**config.mk**
```make
export PLATFORM = sky130hd
export DESIGN_NAME = nvram_backup_flat
export DESIGN_NICKNAME = d
export VERILOG_FILES = /design/src/rtl/nvram_backup_pkg.sv /design/src/rtl/nvram_backup_if.sv /design/src/rtl/nvram_autosave_timer.sv /design/src/rtl/nvram_backup.sv /design/src/flat_wrapper.sv
export SDC_FILE = /design/constraint.sdc
export NUM_CORES = 1
export LEC_CHECK = 0
export CORE_ASPECT_RATIO = 1.4
export CORE_UTILIZATION = 35
export CTS_CLUSTER_DIAMETER = 120
export CTS_CLUSTER_SIZE = 28
export DETAILED_ROUTE_END_ITERATION = 10
export GPL_TIMING_DRIVEN = 0
export PLACE_DENSITY_LB_ADDON = 0.1
export SETUP_SLACK_MARGIN = 0.2
export SLEW_MARGIN = 20
export SYNTH_ARGS = -nofsm -noshare
export SYNTH_HDL_FRONTEND = slang
export SYNTH_SLANG_ARGS = --single-unit
```
**constraint.sdc**
```tcl
create_clock -name clk_sys -period 4.6 [get_ports clk_sys]
set_clock_uncertainty 0.15 [all_clocks]
set_input_delay 0.69 -clock clk_sys [delete_from_list [all_inputs] [get_ports clk_sys]]
set_output_delay 0.69 -clock clk_sys [all_outputs]
set_load 0.01 [all_outputs]
```
**src/rtl/nvram_backup_pkg.sv**
```systemverilog
// Shared types and helpers for the NVRAM save-image backup engine.
package nvram_backup_pkg;

  typedef enum logic [1:0] {
    IDLE  = 2'd0,
    ISSUE = 2'd1,
    XFER  = 2'd2,
    DONE  = 2'd3
  } bk_state_e;

  localparam int unsigned SECTOR_BYTES = 512;
  localparam int unsigned SECTOR_SHIFT = $clog2(SECTOR_BYTES);

  // Sectors needed to hold an image of 'size' bytes, rounded up and
  // clamped to the NVRAM capacity. Computed at 33 bits so sizes close to
  // 4 GB do not wrap during the round-up.
  function automatic logic [31:0] img_sectors(input logic [31:0] size,
                                              input int unsigned max_sec);
    logic [32:0] n;
    n = ({1'b0, size} + 33'(SECTOR_BYTES - 1)) >> SECTOR_SHIFT;
    if (n > 33'(max_sec)) n = 33'(max_sec);
    return n[31:0];
  endfunction

endpackage

```
**src/rtl/nvram_backup_if.sv**
```systemverilog
// SD sector request/acknowledge bundle between the backup engine and user_io.
interface nvram_backup_if #(parameter int LBA_W = 32);
  logic [LBA_W-1:0] sd_lba;
  logic             sd_rd;
  logic             sd_wr;
  logic             sd_ack;

  modport master (output sd_lba, output sd_rd, output sd_wr, input sd_ack);
  modport slave  (input sd_lba, input sd_rd, input sd_wr, output sd_ack);
endinterface

```
**src/rtl/nvram_autosave_timer.sv**
```systemverilog
// Dirty flag plus quiet-frame counter; raises auto_save once the game has
// left a dirty NVRAM untouched for AUTOSAVE_FRAMES frames.
module nvram_autosave_timer #(
  parameter int AUTOSAVE_FRAMES = 3
) (
  input  logic clk_sys,
  input  logic RESET_n,
  input  logic nvram_we,
  input  logic frame,
  input  logic dl_rise,
  input  logic save_start,
  input  logic dirty_clr,
  output logic dirty,
  output logic auto_save
);
  localparam int W = $clog2(AUTOSAVE_FRAMES + 1);
  localparam logic [W-1:0] LIMIT = W'(AUTOSAVE_FRAMES);

  logic [W-1:0] quiet;

  // Quiet counter: restarts on every write and on save start, saturates.
  always_ff @(posedge clk_sys or negedge RESET_n) begin
    if (!RESET_n)                   quiet <= '0;
    else if (save_start)            quiet <= '0;
    else if (nvram_we)              quiet <= '0;
    else if (frame && quiet != LIMIT) quiet <= quiet + 1'b1;
  end

  // Dirty: a ROM download discards the image; a write always wins over a
  // completion clear so nothing written late is lost.
  always_ff @(posedge clk_sys or negedge RESET_n) begin
    if (!RESET_n)       dirty <= 1'b0;
    else if (dl_rise)   dirty <= 1'b0;
    else if (nvram_we)  dirty <= 1'b1;
    else if (dirty_clr) dirty <= 1'b0;
  end

  assign auto_save = dirty & (quiet == LIMIT);

endmodule

```
**src/rtl/nvram_backup.sv**
```systemverilog
// Save-RAM backup engine: loads a mounted save image into NVRAM sector by
// sector, resets the core afterwards, and writes NVRAM back on request or
// after a quiet period.
module nvram_backup
  import nvram_backup_pkg::*;
#(
  parameter int SECTORS_LOG2    = 4,
  parameter int LBA_W           = 32,
  parameter int AUTOSAVE_FRAMES = 0
) (
  input  logic                  clk_sys,
  input  logic                  RESET_n,
  input  logic                  img_mounted,
  input  logic [31:0]           img_size,
  input  logic                  download,
  input  logic                  save_req,
  input  logic                  frame,
  input  logic                  nvram_we,
  nvram_backup_if.master        sd,
  output logic                  bk_ena,
  output logic                  busy,
  output logic                  dirty,
  output logic                  bk_reset
);
  localparam int unsigned NSEC = 2 ** SECTORS_LOG2;

  bk_state_e state, state_nxt;

  logic                    mnt_q, save_q, dl_q, ack_q;
  logic                    mnt_rise, save_rise, dl_rise, ack_rise, ack_fall;
  logic [SECTORS_LOG2-1:0] lba, cnt_last;
  logic                    is_load, abort, we_seen;
  logic                    load_go, save_go, auto_save, last_sec;
  logic                    done_ok, dirty_clr;
  logic [31:0]             n_load;

  assign mnt_rise  = img_mounted & ~mnt_q;
  assign save_rise = save_req & ~save_q;
  assign dl_rise   = download & ~dl_q;
  assign ack_rise  = sd.sd_ack & ~ack_q;
  assign ack_fall  = ~sd.sd_ack & ack_q;

  assign n_load   = img_sectors(img_size, NSEC);
  assign load_go  = (state == IDLE) & mnt_rise & (img_size != 32'd0);
  // Load has priority; a save arriving in the same cycle is dropped.
  assign save_go  = (state == IDLE) & bk_ena & (save_rise | auto_save) & ~load_go;
  assign last_sec = (lba == cnt_last);
  assign done_ok  = (state == DONE) & ~abort;
  assign dirty_clr = done_ok & ~we_seen;

  // Registered copies of the inputs for edge detection.
  always_ff @(posedge clk_sys or negedge RESET_n) begin
    if (!RESET_n) begin
      mnt_q  <= 1'b0;
      save_q <= 1'b0;
      dl_q   <= 1'b0;
      ack_q  <= 1'b0;
    end else begin
      mnt_q  <= img_mounted;
      save_q <= save_req;
      dl_q   <= download;
      ack_q  <= sd.sd_ack;
    end
  end

  // Image-valid flag: set by a non-empty mount, dropped by an empty mount
  // or by a ROM download (download wins if both happen together).
  always_ff @(posedge clk_sys or negedge RESET_n) begin
    if (!RESET_n)      bk_ena <= 1'b0;
    else if (dl_rise)  bk_ena <= 1'b0;
    else if (mnt_rise) bk_ena <= (img_size != 32'd0);
  end

  // State register.
  always_ff @(posedge clk_sys or negedge RESET_n) begin
    if (!RESET_n) state <= IDLE;
    else          state <= state_nxt;
  end

  // Next-state logic: one ISSUE/XFER round per sector.
  always_comb begin
    state_nxt = state;
    case (state)
      IDLE:    if (load_go || save_go) state_nxt = ISSUE;
      ISSUE:   if (ack_rise)           state_nxt = XFER;
      XFER:    if (ack_fall)           state_nxt = (abort || last_sec) ? DONE : ISSUE;
      DONE:                            state_nxt = IDLE;
      default:                         state_nxt = IDLE;
    endcase
  end

  // Transfer context: sector pointer, direction, length, abort and
  // write-during-transfer tracking.
  always_ff @(posedge clk_sys or negedge RESET_n) begin
    if (!RESET_n) begin
      lba      <= '0;
      cnt_last <= '0;
      is_load  <= 1'b0;
      abort    <= 1'b0;
      we_seen  <= 1'b0;
    end else if (load_go || save_go) begin
      lba      <= '0;
      is_load  <= load_go;
      cnt_last <= load_go ? SECTORS_LOG2'(n_load - 32'd1) : '1;
      abort    <= 1'b0;
      we_seen  <= nvram_we;
    end else begin
      if (state == XFER && ack_fall && !abort && !last_sec) lba <= lba + 1'b1;
      if (state != IDLE && dl_rise)  abort   <= 1'b1;
      if (state != IDLE && nvram_we) we_seen <= 1'b1;
    end
  end

  // Outputs decoded from state so a reset drops the request immediately.
  always_comb begin
    sd.sd_lba = LBA_W'(lba);
    sd.sd_rd  = 1'b0;
    sd.sd_wr  = 1'b0;
    bk_reset  = 1'b0;
    busy      = (state != IDLE);
    case (state)
      ISSUE: begin
        sd.sd_rd = is_load;
        sd.sd_wr = ~is_load;
      end
      DONE:    bk_reset = is_load & ~abort;
      default: ;
    endcase
  end

  generate
    if (AUTOSAVE_FRAMES != 0) begin : g_auto
      nvram_autosave_timer #(
        .AUTOSAVE_FRAMES(AUTOSAVE_FRAMES)
      ) u_timer (
        .clk_sys    (clk_sys),
        .RESET_n    (RESET_n),
        .nvram_we   (nvram_we),
        .frame      (frame),
        .dl_rise    (dl_rise),
        .save_start (save_go),
        .dirty_clr  (dirty_clr),
        .dirty      (dirty),
        .auto_save  (auto_save)
      );
    end else begin : g_manual
      logic frame_unused;
      assign frame_unused = frame;
      assign auto_save    = 1'b0;

      // Dirty flag without autosave; same priorities as the timer.
      always_ff @(posedge clk_sys or negedge RESET_n) begin
        if (!RESET_n)       dirty <= 1'b0;
        else if (dl_rise)   dirty <= 1'b0;
        else if (nvram_we)  dirty <= 1'b1;
        else if (dirty_clr) dirty <= 1'b0;
      end
    end
  endgenerate

endmodule
```
**src/flat_wrapper.sv**
```systemverilog
// flat-port wrapper written by rule: the top's interface ports become plain ports
module nvram_backup_flat import nvram_backup_pkg::*;
#(
  parameter int SECTORS_LOG2    = 4,
  parameter int LBA_W           = 32,
  parameter int AUTOSAVE_FRAMES = 0
)
  (clk_sys, RESET_n, img_mounted, img_size, download, save_req, frame, nvram_we, bk_ena, busy, dirty, bk_reset, sd_sd_lba, sd_sd_rd, sd_sd_wr, sd_sd_ack);
  nvram_backup_if #(.LBA_W(LBA_W)) sd_i ();
  input  logic clk_sys;
  input  logic RESET_n;
  input  logic img_mounted;
  input  logic [31:0] img_size;
  input  logic download;
  input  logic save_req;
  input  logic frame;
  input  logic nvram_we;
  output logic bk_ena;
  output logic busy;
  output logic dirty;
  output logic bk_reset;
  output wire logic [$bits(sd_i.sd_lba)-1:0] sd_sd_lba;
  output wire logic [$bits(sd_i.sd_rd)-1:0] sd_sd_rd;
  output wire logic [$bits(sd_i.sd_wr)-1:0] sd_sd_wr;
  input wire logic [$bits(sd_i.sd_ack)-1:0] sd_sd_ack;
  assign sd_sd_lba = sd_i.sd_lba;
  assign sd_sd_rd = sd_i.sd_rd;
  assign sd_sd_wr = sd_i.sd_wr;
  assign sd_i.sd_ack = sd_sd_ack;
  nvram_backup #(.SECTORS_LOG2(SECTORS_LOG2), .LBA_W(LBA_W), .AUTOSAVE_FRAMES(AUTOSAVE_FRAMES)) u_core (.clk_sys(clk_sys), .RESET_n(RESET_n), .img_mounted(img_mounted), .img_size(img_size), .download(download), .save_req(save_req), .frame(frame), .nvram_we(nvram_we), .sd(sd_i), .bk_ena(bk_ena), .busy(busy), .dirty(dirty), .bk_reset(bk_reset));
endmodule
```
==> metrics.txt <==
die area 0.00494 mm2; global-route wire length before repair 5820 um; initial DRC count 68; Avg Inst Size Synth 8.50 um2; largest stage delay on the critical path 560 ps; cell total after placement 329; Least-Margin Pin Slew 823 ps; Synth async-reset ratio 1.00; vias in the first global route 1375; unrepaired setup endpoints after global routing no; CTS hold repair buffers 0; sw power 178 uW; post-synthesis cell count 192; Finished Layout Cells 333; Final Hold Fails 0; Compound-Gate Fraction of Synth Area 0.138; Ys Warns 0; aggregate global routing overflow 0; top cells by area, synth dfrtp_1 (29%), buf_4 (13%), xnor2_1 (5.9%); post-synthesis xor/xnor area fraction 0.0805; cts bufs inserted 3; #FFs+latches synth 19; # rows 29; post-synthesis sequential area ratio 0.291; VDD IR-drop max 0.106 mV; combinational power share 0.404; Clock Sinks 19; worst reg-to-reg setup slack 2460 ps; routed len/inst 10.7 um; Vias 1559; Tcrit/Tclk final 0.734; Max-Cap Viols 0; largest net degree at the start of global routing 20; Crit path max-delay family simple AND/OR/NAND/NOR gates; initial antenna violation count 0; drt pass-1 iters 4; Clock power frac 0.204; layout cell share with drive strength beyond 1 0.166; Final Wtd Congestion 0.912; Core Footprint 0.00450 mm2; Layout Area Growth over Synthesis 43.2%; IO Pins 78; area leader, netlist dfrtp_1; slew margin rel. 0.450; Syn Std Cell Area 0.00163 mm2; Net Sw Frac 0.320; Critical path buffers and inverters 2; Post-synth EDFFs 0; met1 wire length 1370 um; post-CTS sizing 0; post-synthesis simple-gate area fraction 0.318; number of port buffers 48; H-tree Lvls 1; Internal 378 uW; crit-path max FO 6; drt via density 4.68; worst skew pair latency 250 ps; setup bufs post-CTS 0; synth unique cells 51; WL met3 193 um; Synth Area in Adders 0.0153; Seq pwr share 0.392; prevailing post-synth register cell dfrtp_1; status completed; Nets 314; Slew Viols, Final 0; CP arrival 3360 ps; largest family of logic cells by synthesized area simple AND/OR/NAND/NOR gates; critical path class input pin to register; uppermost layer routed met4; WP data required 4580 ps; pwr/cell area 238 mW/mm2; GRT Util Overall 0.153; Die W 59.7 um; DR DRC count 0; CP max stage cell clkdlybuf4s50_1; Post-DRT Antenna Nets 0; post-synthesis mux area share 0.00613; Sum Neg Setup Slack 0 ps; initial core utilization 0.363; hpwl dp 2950 um; CTS tree done; top-area cell type share of the netlist area 0.291; Ant. Diodes 0; Max Fclk 296 MHz; worst min path class register to register; Clock Path Buffers 2; setup violators final 0; CP Cell Sequence clkdlybuf4s50_1 > nand3_2 > nor2_1 > and3_1 > a22o_2 > nand4_2 > nor3_1 > nand2_1 > ha_1 > inv_1 > nand2_1 > o32ai_1 > nor3_1; clock slew at the register clock pins of the worst setup and hold paths 70 ps; Worst setup SP type input pin; Leak Pwr 0.995 nW; met2 wire length 1900 um; Chip Height 82.8 um; Crit. End Element register; final wirelength 3560 um; Root Driver clkbuf_8; min Tclk post-route 3380 ps
[worst register-to-register path: cells and delay by family, from the launching register on]
family | cells | cell delay (ps)
AO/OA/AOI/OAI | 2 | 200
buffers and inverters | 3 | 460
AND/OR/NAND/NOR | 3 | 810
flip-flops | 1 | 430
[kinds of logic after synthesis]
family	after synthesis
AO/OA/AOI/OAI	32
flip-flops	19
other	1
multiplexers	1
XOR/XNOR	15
adder cells (fa/ha/maj)	2
AND/OR/NAND/NOR	87
buffers and inverters	35
[placed cells by master (no fill, tap or decap), types with 2 or more instances in the layout]
cell type	synthesis	layout
nand3_1	4	4
o21ai_1	2	2
nand2b_1	2	2
nor2b_1	5	5
clkdlybuf4s50_1	0	48
and2_1	2	2
and4_1	3	3
nor2_1	17	17
nand4_1	5	5
nor4_1	2	2
buf_4	29	29
xor2_1	4	4
dfrtp_1	19	19
a31oi_1	3	3
nor3_1	15	15
nand4b_1	2	2
ha_1	2	2
clkbuf_1	1	2
a32o_1	2	2
clkbuf_8	0	3
nand2_1	13	13
conb_1	1	28
inv_1	4	4
nand3_2	2	2
and3_1	4	4
a21oi_1	7	7
nand3b_1	2	2
o21ai_0	5	5
xnor2_1	11	11
[flip-flops by register name, indices dropped and copies added (netlist names)]
name / flops
u_core.ack_q: 1
u_core.bk_ena: 1
u_core.lba: 4
u_core.dirty: 1
u_core.state: 2
u_core.mnt_q: 1
u_core.dl_q: 1
u_core.save_q: 1
u_core.we_seen: 1
u_core.abort: 1
u_core.is_load: 1
u_core.cnt_last: 4
[cells in the mapped netlist, types with 2 or more instances]
| cell type | instances |
|---|---|
| a21oi_1 | 7 |
| a31oi_1 | 3 |
| a32o_1 | 2 |
| and2_1 | 2 |
| and3_1 | 4 |
| and4_1 | 3 |
| buf_4 | 29 |
| dfrtp_1 | 19 |
| ha_1 | 2 |
| inv_1 | 4 |
| nand2_1 | 13 |
| nand2b_1 | 2 |
| nand3_1 | 4 |
| nand3_2 | 2 |
| nand3b_1 | 2 |
| nand4_1 | 5 |
| nand4b_1 | 2 |
| nor2_1 | 17 |
| nor2b_1 | 5 |
| nor3_1 | 15 |
| nor4_1 | 2 |
| o21ai_0 | 5 |
| o21ai_1 | 2 |
| xnor2_1 | 11 |
| xor2_1 | 4 |
[per-stage QoR]
step / worst slack [ps] / hold slack [ps] / utilization / power (mW) / instance area (um2)
floorplan: 1880 / 244 / - / 0.343 / 1730
global placement: 1010 / 324 / 0.509 / 0.444 / 2290
detailed placement: 1010 / 324 / 0.509 / 0.447 / 2290
CTS: 1270 / 330 / 0.519 / 0.561 / 2340
global route: 959 / 384 / 0.519 / 0.599 / 2340
finish: 1220 / 334 / 0.519 / 0.556 / 2340
[per-layer routing]
metal,vias up,track usage
met5,-,0
met1,693,0.168
met3,11,0.0171
met2,59,0.282
met4,0,0.0791
li1,796,-
[power groups by stage]
stage / Sequential, mW / Clock, mW / Combinational [mW]
6_report: 0.218 / 0.113 / 0.225
5_1_grt: 0.224 / 0.124 / 0.252
4_1_cts: 0.219 / 0.116 / 0.226
3_5_place_dp: 0.221 / 0 / 0.225
3_3_place_gp: 0.221 / 0 / 0.223
2_1_floorplan: 0.215 / 0 / 0.127
[area by class of cell]
class | count | area (um2)
buffer | 31 | 226
sequential | 19 | 475
clock buffer | 4 | 45.0
timing repair buffer | 48 | 480
tap | 62 | 77.6
fill | 468 | 2160
multi-input combinational | 165 | 1020
inverter | 4 | 15.0
[path summary, 6_finish.rpt]
path,from,end,cells past startpoint
min,u_core.ack_q,u_core.state[1],1
max reg2reg,u_core.state[1],u_core.state[0],8
min in group asynchronous,RESET_n,u_core.lba[1],1
min reg2reg,u_core.ack_q,u_core.state[1],1
max,img_size[14],u_core.cnt_last[2],13
max in group asynchronous,RESET_n,u_core.state[0],1
(Power assumes the default switching activity.)
